==> src/rtl/imem_program_loader.sv <==
// Instruction-memory program loader.
// Receives a framed byte stream (MAGIC, LEN lo/hi, 4*N payload bytes, XOR checksum)
// over valid/ready. Payload bytes are packed little-endian into 32-bit words, and each
// word is written to instruction memory with a one-cycle strobe. The CPU is held in reset
// until a complete image with a good checksum has been written.
module imem_program_loader #(
  parameter int          ADDR_WIDTH = 10,
  parameter logic [7:0]  MAGIC      = 8'hA5
) (
  input  logic                  clk,
  input  logic                  Reset,
  input  logic                  start,
  input  logic [7:0]            rx_data,
  input  logic                  rx_valid,
  output logic                  rx_ready,
  output logic                  imem_we,
  output logic [ADDR_WIDTH-1:0] imem_addr,
  output logic [31:0]           imem_wdata,
  output logic                  cpu_reset,
  output logic                  busy,
  output logic                  done,
  output logic                  error,
  output logic [ADDR_WIDTH:0]   word_count
);

  typedef enum logic [2:0] {
    S_IDLE, S_MAGIC, S_LEN0, S_LEN1, S_DATA, S_CHECK, S_DONE, S_ERROR
  } state_t;

  // Largest legal word count; one more than the highest word address.
  localparam logic [16:0] CAP = 17'(1) << ADDR_WIDTH;

  state_t                state_q, state_d;
  logic [7:0]            len_lo_q, len_lo_d;
  logic [15:0]           len_q, len_d;
  logic [23:0]           pack_q, pack_d;
  logic [1:0]            bcnt_q, bcnt_d;
  logic [ADDR_WIDTH-1:0] idx_q, idx_d;
  logic [7:0]            chk_q, chk_d;
  logic                  we_q, we_d;
  logic [ADDR_WIDTH-1:0] addr_q, addr_d;
  logic [31:0]           wdata_q, wdata_d;
  logic [ADDR_WIDTH:0]   wcnt_q, wcnt_d;
  logic                  rdy_q, rdy_d;
  logic                  busy_q, busy_d;
  logic                  done_q, done_d;
  logic                  err_q, err_d;
  logic                  cpurst_q, cpurst_d;

  logic                  accept;
  logic [15:0]           len_new;
  logic                  last_word;

  assign accept    = rx_valid && rdy_q;
  assign len_new   = {rx_data, len_lo_q};
  assign last_word = (16'(idx_q) == (len_q - 16'd1));

  // Next-state, datapath and registered-output decode.
  always_comb begin
    state_d  = state_q;
    len_lo_d = len_lo_q;
    len_d    = len_q;
    pack_d   = pack_q;
    bcnt_d   = bcnt_q;
    idx_d    = idx_q;
    chk_d    = chk_q;
    we_d     = 1'b0;
    addr_d   = addr_q;
    wdata_d  = wdata_q;
    wcnt_d   = wcnt_q;

    case (state_q)
      S_IDLE, S_DONE, S_ERROR: begin
        if (start) begin
          state_d = S_MAGIC;
          wcnt_d  = '0;
          chk_d   = '0;
          idx_d   = '0;
          bcnt_d  = '0;
        end
      end
      S_MAGIC: begin
        if (accept) state_d = (rx_data == MAGIC) ? S_LEN0 : S_ERROR;
      end
      S_LEN0: begin
        if (accept) begin
          len_lo_d = rx_data;
          state_d  = S_LEN1;
        end
      end
      S_LEN1: begin
        if (accept) begin
          len_d = len_new;
          if (17'(len_new) > CAP)  state_d = S_ERROR;
          else if (len_new == '0)  state_d = S_CHECK;
          else                     state_d = S_DATA;
        end
      end
      S_DATA: begin
        if (accept) begin
          chk_d  = chk_q ^ rx_data;
          bcnt_d = bcnt_q + 2'd1;
          case (bcnt_q)
            2'd0: pack_d[7:0]   = rx_data;
            2'd1: pack_d[15:8]  = rx_data;
            2'd2: pack_d[23:16] = rx_data;
            default: begin
              // Word complete: it is latched into the write registers, so the
              // stream keeps flowing while the strobe is out.
              we_d    = 1'b1;
              addr_d  = idx_q;
              wdata_d = {rx_data, pack_q};
              wcnt_d  = wcnt_q + (ADDR_WIDTH+1)'(1);
              idx_d   = idx_q + ADDR_WIDTH'(1);
              if (last_word) state_d = S_CHECK;
            end
          endcase
        end
      end
      S_CHECK: begin
        if (accept) state_d = (rx_data == chk_q) ? S_DONE : S_ERROR;
      end
      default: state_d = S_IDLE;
    endcase

    busy_d   = (state_d == S_MAGIC) || (state_d == S_LEN0) || (state_d == S_LEN1) ||
               (state_d == S_DATA)  || (state_d == S_CHECK);
    rdy_d    = busy_d;
    done_d   = (state_d == S_DONE);
    err_d    = (state_d == S_ERROR);
    cpurst_d = (state_d != S_DONE);
  end

  // Control state and registered outputs, cleared by synchronous reset.
  always_ff @(posedge clk) begin
    if (Reset) begin
      state_q  <= S_IDLE;
      bcnt_q   <= '0;
      idx_q    <= '0;
      chk_q    <= '0;
      we_q     <= 1'b0;
      addr_q   <= '0;
      wdata_q  <= '0;
      wcnt_q   <= '0;
      rdy_q    <= 1'b0;
      busy_q   <= 1'b0;
      done_q   <= 1'b0;
      err_q    <= 1'b0;
      cpurst_q <= 1'b1;
    end else begin
      state_q  <= state_d;
      bcnt_q   <= bcnt_d;
      idx_q    <= idx_d;
      chk_q    <= chk_d;
      we_q     <= we_d;
      addr_q   <= addr_d;
      wdata_q  <= wdata_d;
      wcnt_q   <= wcnt_d;
      rdy_q    <= rdy_d;
      busy_q   <= busy_d;
      done_q   <= done_d;
      err_q    <= err_d;
      cpurst_q <= cpurst_d;
    end
  end

  // Length and partial-word holding registers; only read after being written in a load.
  always_ff @(posedge clk) begin
    len_lo_q <= len_lo_d;
    len_q    <= len_d;
    pack_q   <= pack_d;
  end

  assign rx_ready   = rdy_q;
  assign imem_we    = we_q;
  assign imem_addr  = addr_q;
  assign imem_wdata = wdata_q;
  assign cpu_reset  = cpurst_q;
  assign busy       = busy_q;
  assign done       = done_q;
  assign error      = err_q;
  assign word_count = wcnt_q;

endmodule

==> config.mk <==
export PLATFORM = sky130hd
export DESIGN_NAME = imem_program_loader
export DESIGN_NICKNAME = d
export VERILOG_FILES = /design/src/rtl/imem_program_loader.sv
export SDC_FILE = /design/constraint.sdc
export NUM_CORES = 1
export LEC_CHECK = 0
export ABC_AREA = 1
export CAP_MARGIN = 30
export CORE_ASPECT_RATIO = 0.75
export CORE_MARGIN = 2
export CORE_UTILIZATION = 52
export CTS_BUF_LIST = sky130_fd_sc_hd__clkbuf_4
export DETAILED_ROUTE_END_ITERATION = 8
export HOLD_SLACK_MARGIN = 0.03
export PLACE_DENSITY = 0.79
export SYNTH_ARGS = -nofsm -noshare
export SYNTH_HDL_FRONTEND = slang
export SYNTH_SLANG_ARGS = --single-unit
==> constraint.sdc <==
create_clock -name clk -period 2.1 [get_ports clk]
set_input_delay 0.21 -clock clk [delete_from_list [all_inputs] [get_ports clk]]
set_output_delay 0.21 -clock clk [all_outputs]
set_load 0.005 [all_outputs]
== Word level (Yosys, flattened, before mapping) ==
Index checks and enable logic that the tools add are counted.

* Order comparisons: 1
* Equality and inequality tests: 23
* Add/subtract/negate cells: 4
* Reductions and logical operators: 20
* Mux-type cells: 28
* Bitwise operators: 4

{| class="wikitable"
|+ Operator list
! kind !! number
|-
| $mux W11 || 3
|-
| $mux W10 || 3
|-
| $mux W3 || 9
|-
| $eq A3 B3 Y1 const B || 8
|-
| $pmux W11 S2 || 1
|-
| $pmux W10 S2 || 1
|-
| $pmux W3 S6 || 1
|-
| $eq A10 B16 Y1 || 1
|-
| $gt A16 B11 Y1 const B || 1
|-
| $logic_not A16 Y1 || 1
|-
| $mux W8 || 2
|-
| $pmux W8 S2 || 1
|-
| $sub A16 B1 Y16 const B || 1
|-
| $reduce_and A3 Y1 || 5
|-
| $eq A3 B2 Y1 const B || 4
|-
| $add A11 B1 Y11 const B || 1
|-
| $add A10 B1 Y10 const B || 1
|-
| $reduce_or A3 Y1 || 3
|-
| $eq A8 B8 Y1 || 1
|-
| $eq A8 B8 Y1 const B || 1
|-
| $xor A8 B8 Y8 || 1
|-
| $eq A3 B1 Y1 const B || 2
|-
| $mux W2 || 3
|-
| $ne A2 B2 Y1 const B || 3
|-
| other kinds (14) || 22
|}

* Output and inout port bits: 59
* Word-level logic and storage cells: 97
* Input bits: 12
* Register bits after elaboration: 129

== Logic depth before layout (Yosys ltp) ==
Gate-level depths: netlist of the first run.

* Depth in word-level cells: 11
* Depth in mapped cells: 18
* Gate-level depth less buffers: 18

== Worst setup path after synthesis of the first run ==
OpenSTA, ideal clock, no wires.

* Kind: register to register
* From: register state_q[0]
* To: register err_q (netlist: error)
* Clock period less this slack: 2.359 ns
* Setup time: 0.092 ns
* Arrival: 2.267 ns
* Stages on the path, launching flop included: 7
* Setup slack: -0.259 ns
* Path buffers: 0
* Data required time: 2.008 ns
* Path through: dfxtp_1 inv_1 nor3_1 nor2_1 inv_1 nor2_1 nor4_1

* Word-level cells in the longest chain between the ends: 5
* Elaborated cells between the ends (all ways): 19
* Classes of those cells: 8 x eq/ne; 9 x mux; 2 x reduce/logical

{| class="wikitable"
|+ Ends and longest elaborated chain
! element !! RTL line !! source
|-
| from (decl) || 33 || <nowiki>state_t state_q, state_d;</nowiki>
|-
| from (signal assigned) || 151 || <nowiki>state_q <= state_d;</nowiki>
|-
| $mux W3 || 115 || <nowiki>if (last_word) state_d = S_CHECK;</nowiki>
|-
| $mux W3 || 103 || <nowiki>case (bcnt_q)</nowiki>
|-
| $mux W3 || 100 || <nowiki>if (accept) begin</nowiki>
|-
| $pmux W3 S6 * || 72 || <nowiki>case (state_q)</nowiki>
|-
| $eq A3 B3 Y1 * || 130 || <nowiki>err_d = (state_d == S_ERROR);</nowiki>
|-
| to (signal assigned) || 162 || <nowiki>err_q <= err_d;</nowiki>
|-
| to (decl) || 47 || <nowiki>logic err_q, err_d;</nowiki>
|}

Every way passes the cells marked *; elsewhere a longest branch is shown, timed or not.
A chain may end at the register's enable or synchronous reset.

== Final worst setup path of the first run ==
* From: register len_q[7]
* To: register busy_q (netlist: busy)

* Word-level cells in the longest chain between the ends: 11
* Elaborated cells between the ends (all ways): 15
* Classes of those cells: 1 x add/sub; 6 x eq/ne; 4 x mux; 4 x reduce/logical

{| class="wikitable"
|+ Ends and longest elaborated chain
! element !! RTL line !! source
|-
| from (decl) || 35 || <nowiki>logic [15:0] len_q, len_d;</nowiki>
|-
| from (signal assigned) || 170 || <nowiki>len_q <= len_d;</nowiki>
|-
| $sub A16 B1 Y16 * || 56 || <nowiki>assign last_word = (16'(idx_q) == (len_q - 16'd1));</nowiki>
|-
| $eq A10 B16 Y1 * || 56 ||
|-
| $mux W3 * || 115 ||
|-
| $mux W3 * || 103 ||
|-
| $mux W3 * || 100 ||
|-
| $pmux W3 S6 * || 72 ||
|-
| $eq A3 B1 Y1 or $eq A3 B2 Y1 (tied branches) || 126 || <nowiki>busy_d = (state_d == S_MAGIC) || (state_d == S_LEN0) || (state_d == S_LEN1) ||</nowiki>
|-
| $logic_or A1 B1 Y1 (3 in a row) || 126 ||
|-
| $logic_or A1 B1 Y1 * || 127 || <nowiki>(state_d == S_DATA) || (state_d == S_CHECK);</nowiki>
|-
| to (signal assigned) || 160 || <nowiki>busy_q <= busy_d;</nowiki>
|-
| to (decl) || 45 || <nowiki>logic busy_q, busy_d;</nowiki>
|}

Marked as above.

==> results of run 1 <==
==> metal layers <==
metal | wire, µm | global-route usage, % | part of all wire [%] | vias to the layer above
met5 | 0 | 0 | 0 | -
met4 | 125 | 4.98 | 0.96 | 0
met3 | 765 | 5.60 | 5.9 | 17
met2 | 6160 | 35.8 | 47 | 157
met1 | 6000 | 34.0 | 46 | 2233
li1 | - | - | - | 2297
==> through the flow <==
stage | setup TNS (ns) | std cells | hold WS (ns) | power [mW] | instance area [µm²]
detailed placement | -0.0920 | 852 | 0.438 | 3.65 | 6530
finish | -0.0561 | 890 | 0.417 | 5.55 | 7020
global route | -0.601 | 890 | 0.377 | 5.77 | 7020
global placement | 0 | 852 | 0.432 | 3.61 | 6530
CTS | 0 | 884 | 0.386 | 5.53 | 6860
floorplan | 0 | 629 | 0.309 | 3.35 | 5460
==> critical path, stage by stage, from the launching register on <==
cell	delay, ns
edfxtp_1	0.47
buf_4	0.18
nor2_2	0.15
nand2_2	0.11
nor2_2	0.13
nand2_1	0.05
nand2_1	0.06
nand2_1	0.05
nor2_1	0.13
nand3_1	0.10
nor2_1	0.12
nand2_1	0.11
nand2_1	0.09
nand2_2	0.09
nand2_1	0.07
nand2_1	0.04
a21oi_1	0.14
==> final timing paths <==
path | start | endpoint | slack [ns]
max reg2reg | len_q[7] | busy | -0.06
max | len_q[7] | busy | -0.06
min | rx_data[5] | pack_q[21] | 0.42
min reg2reg | len_lo_q[7] | len_q[7] | 0.47
==> final cells by class <==
class	count	area [µm²]	share of cell area (%)
inverters	56	213	3.03
clock inverters	13	185	2.64
well taps	136	170	2.42
repair buffers	111	1020	14.6
clock buffers	19	143	2.03
multi-input cells	426	2220	31.6
flip-flops and latches	129	3070	43.7
==> state kept, by name, indices dropped and copies added, names as in the netlist, 2 cells and up <==
register,flops
pack_q,24
state_q,3
chk_q,8
idx_q,10
imem_wdata,32
word_count,11
len_q,16
imem_addr,10
bcnt_q,2
len_lo_q,8
==> where the power goes <==
group	leakage (nW)	total (mW)	internal [mW]	switching [mW]
registers	1.09	2.72	2.66	0.0583
clock network	0.177	1.91	0.978	0.934
logic	1.50	0.917	0.320	0.597
total	2.76	5.55	3.96	1.59
==> cells by family after synthesis <==
| group | count (synthesis) | synth area share [%] |
|---|---|---|
| simple gates | 298 | 23.6 |
| flops | 129 | 56.1 |
| compound gates | 103 | 10.4 |
| buf+inv | 74 | 5.30 |
| xor+xnor | 18 | 2.89 |
| fa+ha+maj | 7 | 1.61 |
==> synth_stat cells, drive strengths merged <==
cell    instances
a211oi          4
a21oi          37
a31oi           1
buf             5
clkbuf         13
clkinv          2
dfxtp          81
edfxtp         48
ha              7
inv            54
nand2         108
nand3          35
nand3b          2
nand4           4
nor2          131
nor3           14
nor3b           1
nor4            2
o211a           2
o211ai          1
o21ai          58
or2             1
xnor2           8
xor2           10
==> repair_timing <==
action,CTS,global route
resized for setup,6,33
pin swaps,1,15
setup buffers,0,6
setup endpoints to repair,4,6
==> results.toml, run 1 <==
[run_status]
status = "finished with violations"
violations = "negative setup slack"

[clocking]
cts_root_buffer = "clkbuf_4"
ctsHoldBuffers = 0
numCtsBuffers = 17
insertion_delay_ns = 0.51
ctsLongestPathBuffers = 2
clock-sinks = 129
htreeDepth = 4
cts_tree = "built"
clk_pin_slew_ns = 0.11

[placed_design]
port_buffers = 70
gp_congestion = 0.926
hpwl_um = 9100
place_ws_ns = -0.0526

[timing]
setup_viol = 1
fmax_mhz = 464
final_max_slew_viol_count = 0
period_share_pct = 103
finClkSkew_ns = 0.0192
worst_pin_slew_ns = 0.506
slew-limit-headroom_pct = 66.0
worst_slack_ns = -0.0561
final-hold-violation-count = 0
min_period_ns = 2.16
rsz0062_at_grt = "true"

[yosys]
yosysTopAreaCellShare_pct = 29.7
syn_area_mm2 = 0.00546
syn_inst = 629
ys.warnings.count = 0
ys_ff_latch = 129
synth_cell_types = 37
synth.area.top_cells = "dfxtp_1 30%, edfxtp_1 26%, nor2_1 8.6%, nand2_1 7.2%, o21ai_0 5.0%"
synth_fp_nets = 648
synth_area_leader_cell = "dfxtp_1"
syn_area_per_cell_um2 = 8.67
seq_area_frac_synth_pct = 56.1

[detailed_routing]
route.detailed.drc = 0
postRouteAntennaNets = 0
routed_wl_um = 13100
viasPerCell = 5.29
initialDrtViolationCount = 336
vias = 4704
wl_per_cell_um = 14.7
firstDrtPassIters = 7

[finish]
final_cell_mix = "114 x nor2_1, 98 x nand2_1, 79 x dfxtp_1, 70 x clkdlybuf4s50_1, 52 x o21ai_0"
final_util_pct = 68.5
fill_cells = 780
final_common_cell = "nor2_1"
syn_to_final_growth_pct = 28.6
nNetsFinal = 760
drive_gt1_share_pct = 16.2
antenna_cells = 0

[die]
start_util_pct = 53.2
row_count = 32
io_pins = 71
die_w_um = 122
die_area_mm2 = 0.0113
die_h_um = 92.7
core-area_mm2 = 0.0102

[grt]
grt_max_degree = 41
antenna_found_initial = 0
grt_pass1_wl_um = 20700
grt_overflow = 0
grtUsageTotal_pct = 23.4
grt_pass1_vias = 4286

[critical_path]
start_kind = "register"
worst_setup_path_end_kind = "register"
critPathRequiredTime_ns = 2.54
reg2regPathDepth = 16
arrival_ns = 2.60
crit_type = "register to register"
path_max_fanout = 4

[flow_run]
maxCapViolCount = 0

[min_path]
min_path_cells = 1
min_path_type = "primary input to register"

[power]
powerDensity_mw_per_mm2 = 790
p_leak_nw = 2.76
ir_drop_v = 0.000560
Power figures use the tool's default switching activity.
==> run 2: changes to the inputs <==
ABC_AREA = default   (was 1)
CORE_UTILIZATION = 51   (was 52)
GPL_TIMING_DRIVEN = 0   (was default)
PLACE_DENSITY = 0.78   (was 0.79)
==> results.toml, run 2 <==
[run_status]
status = "finished with violations"
violations = "negative setup slack"

[detailed_routing]
initialDrtViolationCount = 361
viasPerCell = 5.54
wl_per_cell_um = 16.1
routed_wl_um = 12600
vias = 4331
firstDrtPassIters = 7
postRouteAntennaNets = 0
route.detailed.drc = 0

[yosys]
synthMuxAreaShare_pct = 0.216
synth_simple_gate_area_share_pct = 20.0
synth_edf_count = 48
synthArstFlopShare_pct = 0
seq_area_frac_synth_pct = 58.9
ys.flop_type = "dfxtp_1"
synth_area_leader_cell = "dfxtp_1"
syn_area_mm2 = 0.00520
syn_inst = 531
synth_compound_area_share_pct = 10.5
synth_top_family_by_area = "simple AND/OR/NAND/NOR gates"
synth.area.top_cells = "dfxtp_1 31%, edfxtp_1 28%, nand2_1 7.4%, a21oi_1 6.5%, nor2_1 3.2%"
synthTopCellsByCount = "102 x nand2_1, 81 x dfxtp_1, 68 x a21oi_1"
ys_ff_latch = 129
synth_fp_nets = 550
synthXorXnorAreaFrac_pct = 5.89
synth_cell_types = 46
synth.most_common_cell = "nand2_1"
syn_area_per_cell_um2 = 9.80
yosysTopAreaCellShare_pct = 31.2
ys.warnings.count = 0
yosys.area_share.adder_pct = 1.68

[clocking]
cts_root_buffer = "clkbuf_4"
ctsHoldBuffers = 0
insertion_delay_ns = 0.51
clk_pin_slew_ns = 0.11
ctsLongestPathBuffers = 2
cts_tree = "built"
clock-sinks = 129
htreeDepth = 4
numCtsBuffers = 17

[placed_design]
place_ws_ns = -0.762
gp_congestion = 0.947
hpwl_um = 8560
placed_cells = 734
port_buffers = 69
placed_cell_area_mm2 = 0.00610

[grt]
grt_max_degree = 17
grt_overflow = 0
grtUsageTotal_pct = 22.9
antenna_found_initial = 0
grt_pass1_wl_um = 19600
grt_pass1_vias = 3996

[finish]
syn_to_final_growth_pct = 26.7
largest_reg_flops = 32
final_cell_mix = "101 x nand2_1, 81 x dfxtp_1, 68 x clkdlybuf4s50_1, 64 x a21oi_1, 48 x edfxtp_1"
final_cells = 782
final_common_cell = "nand2_1"
antenna_cells = 0
nNetsFinal = 656
final_area_mm2 = 0.00659
drive_gt1_share_pct = 13.8

[die]
row_count = 31
die_area_mm2 = 0.0110
die_h_um = 91.5
die_w_um = 121
io_pins = 71
start_util_pct = 53.2
core-area_mm2 = 0.00977

[critical_path]
start_kind = "register"
worstPathCellList = "buf_4 > buf_4 > or3b_1 > clkbuf_8 > or3_4 > a21oi_2 > o2bb2ai_1 > or4_4 > and3b_1"
crit_top_cell = "buf_4"
critPathRequiredTime_ns = 2.50
slowest_delay_ns = 0.48
reg2regPathDepth = 9
arrival_ns = 3.04
path_max_fanout = 8
crit_slowest_cell = "or4_4"
worst_setup_path_end_kind = "register"
crit_type = "register to register"

[power]
netSwitchingFraction_pct = 25.5
p_leak_nw = 2.20
ir_drop_v = 0.000395
internal-power_mw = 3.14
p_sw_mw = 1.08
comb_power_share_pct = 5.3
powerDensity_mw_per_mm2 = 640
p_clk_share_pct = 32.9
seqPwrFrac_pct = 61.8

[timing]
final-hold-violation-count = 0
fmax_mhz = 378
slew-limit-headroom_pct = 52.5
period_share_pct = 126
setup_viol = 4
worst_pin_slew_ns = 0.707
worst_slack_ns = -0.544
final_max_slew_viol_count = 0
rsz0062_at_grt = "true"
finClkSkew_ns = 0.0192
min_period_ns = 2.64

[flow_run]
maxCapViolCount = 0

[min_path]
min_path_type = "primary input to register"
min_path_cells = 2
run 2: cell count changes after synthesis, sizes merged, moves of 6 or more:
cell    before  now
nand2      108  102
inv         54    8
nor2       131   45
o21ai       58   17
a21oi       37   68
xor2        10   19
nand3       35    7
clkbuf      13   28
xnor2        8   16
nand3b       2    9
run 2: kinds of logic (layout without fill, tap and decap cells):
| family | count (synthesis) | in the layout |
|---|---|---|
| AOI/OAI and AO/OA | 100 | 100 |
| xor gates and xnor gates | 35 | 35 |
| adders and majority gates | 7 | 7 |
| buffers and inverters | 38 | 157 |
| DFF | 129 | 129 |
| muxes | 1 | 1 |
| and+or+nand+nor | 221 | 221 |
run 2: final cells by class:
type / instances / area [µm²]
fillers: 740 / 3180
clock buffers: 18 / 135
plain buffers: 26 / 135
flip-flops and latches: 129 / 3060
repair buffers: 91 / 856
inverters: 8 / 30.0
clock inverters: 14 / 93.8
well taps: 132 / 165
multi-input cells: 364 / 2120
run 2: path summary, 6_finish.rpt:
| path | from | end | slack, ns |
|---|---|---|---|
| max reg2reg | len_q[3] | done | -0.54 |
| min reg2reg | len_lo_q[6] | len_q[6] | 0.45 |
| min | Reset | state_q[1] | 0.20 |
| max | len_q[3] | done | -0.54 |
run 2: power by group through the flow:
stage | Sequential, mW | Clock (mW) | Combinational, mW
finish | 2.61 | 1.39 | 0.223
global route | 2.61 | 1.51 | 0.240
floorplan | 2.66 | 0 | 0.103
global placement | 2.66 | 0 | 0.192
CTS | 2.61 | 1.42 | 0.203
detailed placement | 2.66 | 0 | 0.196
run 2: per-stage QoR:
step	TNS [ns]	hold slack [ns]	utilization, %	power (mW)
floorplan	-1.24	0.309	-	2.76
global placement	-21.79	0.424	62.3	2.85
detailed placement	-23.87	0.427	62.4	2.86
CTS	-1.91	0.146	65.8	4.23
global route	-2.30	0.173	67.5	4.36
finish	-1.86	0.200	67.5	4.22
run 2: layer usage:
layer	GRT usage, %	vias up	share of wire (%)
met2	36.7	197	48
met5	0	-	0
met1	31.1	2065	43
li1	-	2053	-
met4	6.40	0	1.2
met3	5.53	16	7.5
run 2: what timing repair did:
| item | CTS | global route |
|---|---|---|
| resized for setup | 24 | 20 |
| setup endpoints to repair | 83 | 27 |
| pin swaps | 2 | 8 |
| setup buffers | 4 | 16 |
run 2: worst max-delay path: cells and delay by family, from the launching register on:
kind                   cells  cell delay [ns]
buffers and inverters      3             0.44
DFF                        1             0.42
and+or+nand+nor            4             1.43
AOI/OAI and AO/OA          2             0.24
==> run 3: changes to the inputs <==
CORE_ASPECT_RATIO = default   (was 0.75)
HOLD_SLACK_MARGIN = 0.06   (was 0.03)
==> results.toml, run 3 (synthesis gave the netlist of run 2 again) <==
[timing]
period_share_pct = 122
slew-limit-headroom_pct = 57.1
final-hold-violation-count = 0
finClkSkew_ns = 0.0151
final_max_slew_viol_count = 0
min_period_ns = 2.55
setup_viol = 4
rsz0062_at_grt = "true"
worst_pin_slew_ns = 0.643
fmax_mhz = 391
worst_slack_ns = -0.455

[finish]
largest_reg_flops = 32
syn_to_final_growth_pct = 26.8
final_cell_mix = "101 x nand2_1, 79 x dfxtp_1, 68 x clkdlybuf4s50_1, 63 x a21oi_1, 48 x edfxtp_1"
drive_gt1_share_pct = 13.4
nNetsFinal = 650
final_common_cell = "nand2_1"
fill_cells = 794

[critical_path]
crit_buf_inv = 1
worst_setup_path_end_kind = "register"
crit_top_cell = "or4_4"
r2r-start = "len_q[0]"
arrival_ns = 2.97
path_delay_family = "simple AND/OR/NAND/NOR gates"
slowest_delay_ns = 0.54
crit_slowest_cell = "or4_4"
start_kind = "register"
worstPathCellList = "buf_6 > or4_4 > or4b_4 > a21oi_2 > nor4_1 > or4_4 > and3b_1"
crit_type = "register to register"
path_max_fanout = 4
cp-startpoint = "len_q[0]"
critPathRequiredTime_ns = 2.51

[die]
die_h_um = 105
die_area_mm2 = 0.0110
die_w_um = 105
core-area_mm2 = 0.00982
row_count = 36
start_util_pct = 53.0
io_pins = 71

[clocking]
htreeDepth = 4
ctsLongestPathBuffers = 2
clk_pin_slew_ns = 0.11
cts_root_buffer = "clkbuf_4"
clock-sinks = 129
insertion_delay_ns = 0.50
ctsHoldBuffers = 0
numCtsBuffers = 17
cts_tree = "built"

[grt]
antenna_found_initial = 1
grt_pass1_vias = 4221
grt_pass1_wl_um = 20400
grt_max_degree = 17
grtUsageTotal_pct = 23.5
grt_overflow = 0

[power]
ir_drop_v = 0.000379
total_power_mw = 4.41
powerDensity_mw_per_mm2 = 669
p_leak_nw = 2.20

[placed_design]
port_buffers = 69
hpwl_um = 8750
gp_congestion = 0.831
place_ws_ns = -0.744

[detailed_routing]
vias = 4297
wl_per_cell_um = 16.3
viasPerCell = 5.53
postRouteAntennaNets = 0
route.detailed.drc = 0
initialDrtViolationCount = 239
firstDrtPassIters = 7
routed_wl_um = 12700

[min_path]
min_path_type = "primary input to register"
hold_path_startpoint = "Reset"

[flow_run]
maxCapViolCount = 0

[run_status]
status = "finished with violations"
violations = "negative setup slack"
## run 3: changes by cell type in the layout (fill, tap and decap cells not counted), moves of 3 or more
| cell | change |
|---|---|
| clkinv_4 | -3 |
| buf_4 | -4 |
| nor3_2 | +3 |
| nor3_1 | -3 |
## run 3: final cells by class
cell class / instances / area, µm² / area share [%]
clock buffers: 19 / 143 / 2.16
multi-input cells: 364 / 2120 / 32.1
diodes: 1 / 2.50 / 0.0379
repair buffers: 87 / 830 / 12.6
well taps: 133 / 166 / 2.52
plain buffers: 24 / 124 / 1.88
clock inverters: 12 / 118 / 1.78
flip-flops and latches: 129 / 3070 / 46.5
inverters: 8 / 30.0 / 0.455
## run 3: final timing paths
kind,cells after the start,end,slack (ns)
min reg2reg,0,len_q[7],0.45
min,2,state_q[1],0.24
max reg2reg,7,done,-0.45
max,7,done,-0.45
## run 3: timing repair
action / 4_1_cts / 5_1_grt
setup buffers: 8 / 8
endpoints found under the setup margin: 86 / 54
gates resized for setup: 21 / 27
pin swaps: 8 / 10
## run 3: power by group
| part | leakage, nW | internal, mW | total (mW) | switching [mW] |
|---|---|---|---|---|
| logic | 0.975 | 0.0754 | 0.221 | 0.146 |
| clock network | 0.139 | 0.712 | 1.58 | 0.870 |
| registers | 1.09 | 2.60 | 2.61 | 0.0144 |
| total | 2.20 | 3.38 | 4.41 | 1.03 |
## run 3: metal layers
metal	up-vias	routed length (µm)	track usage, %
met5	-	0	0
met4	0	235	9.43
met3	20	680	5.99
met2	163	6510	40.1
met1	2072	5270	28.3
li1	2042	-	-
## run 3: worst register-to-register path: cells and delay by family, from the launching register on
family | cells | cell delay [ns]
AND/OR/NAND/NOR | 5 | 1.73
flip-flops | 1 | 0.45
buffers and inverters | 1 | 0.15
AO/OA/AOI/OAI | 1 | 0.14
## run 3: stage by stage
stage | instances | cell area, µm² | util, % | TNS, ns | hold WS (ns)
3_5_place_dp | 734 | 6090 | 62.1 | -19.53 | 0.436
5_1_grt | 777 | 6600 | 67.2 | -1.78 | 0.185
6_report | 777 | 6600 | 67.2 | -1.53 | 0.238
4_1_cts | 771 | 6470 | 65.9 | -1.74 | 0.176
3_3_place_gp | 733 | 6090 | 62.0 | -19.95 | 0.427
2_1_floorplan | 531 | 5230 | - | -1.24 | 0.309
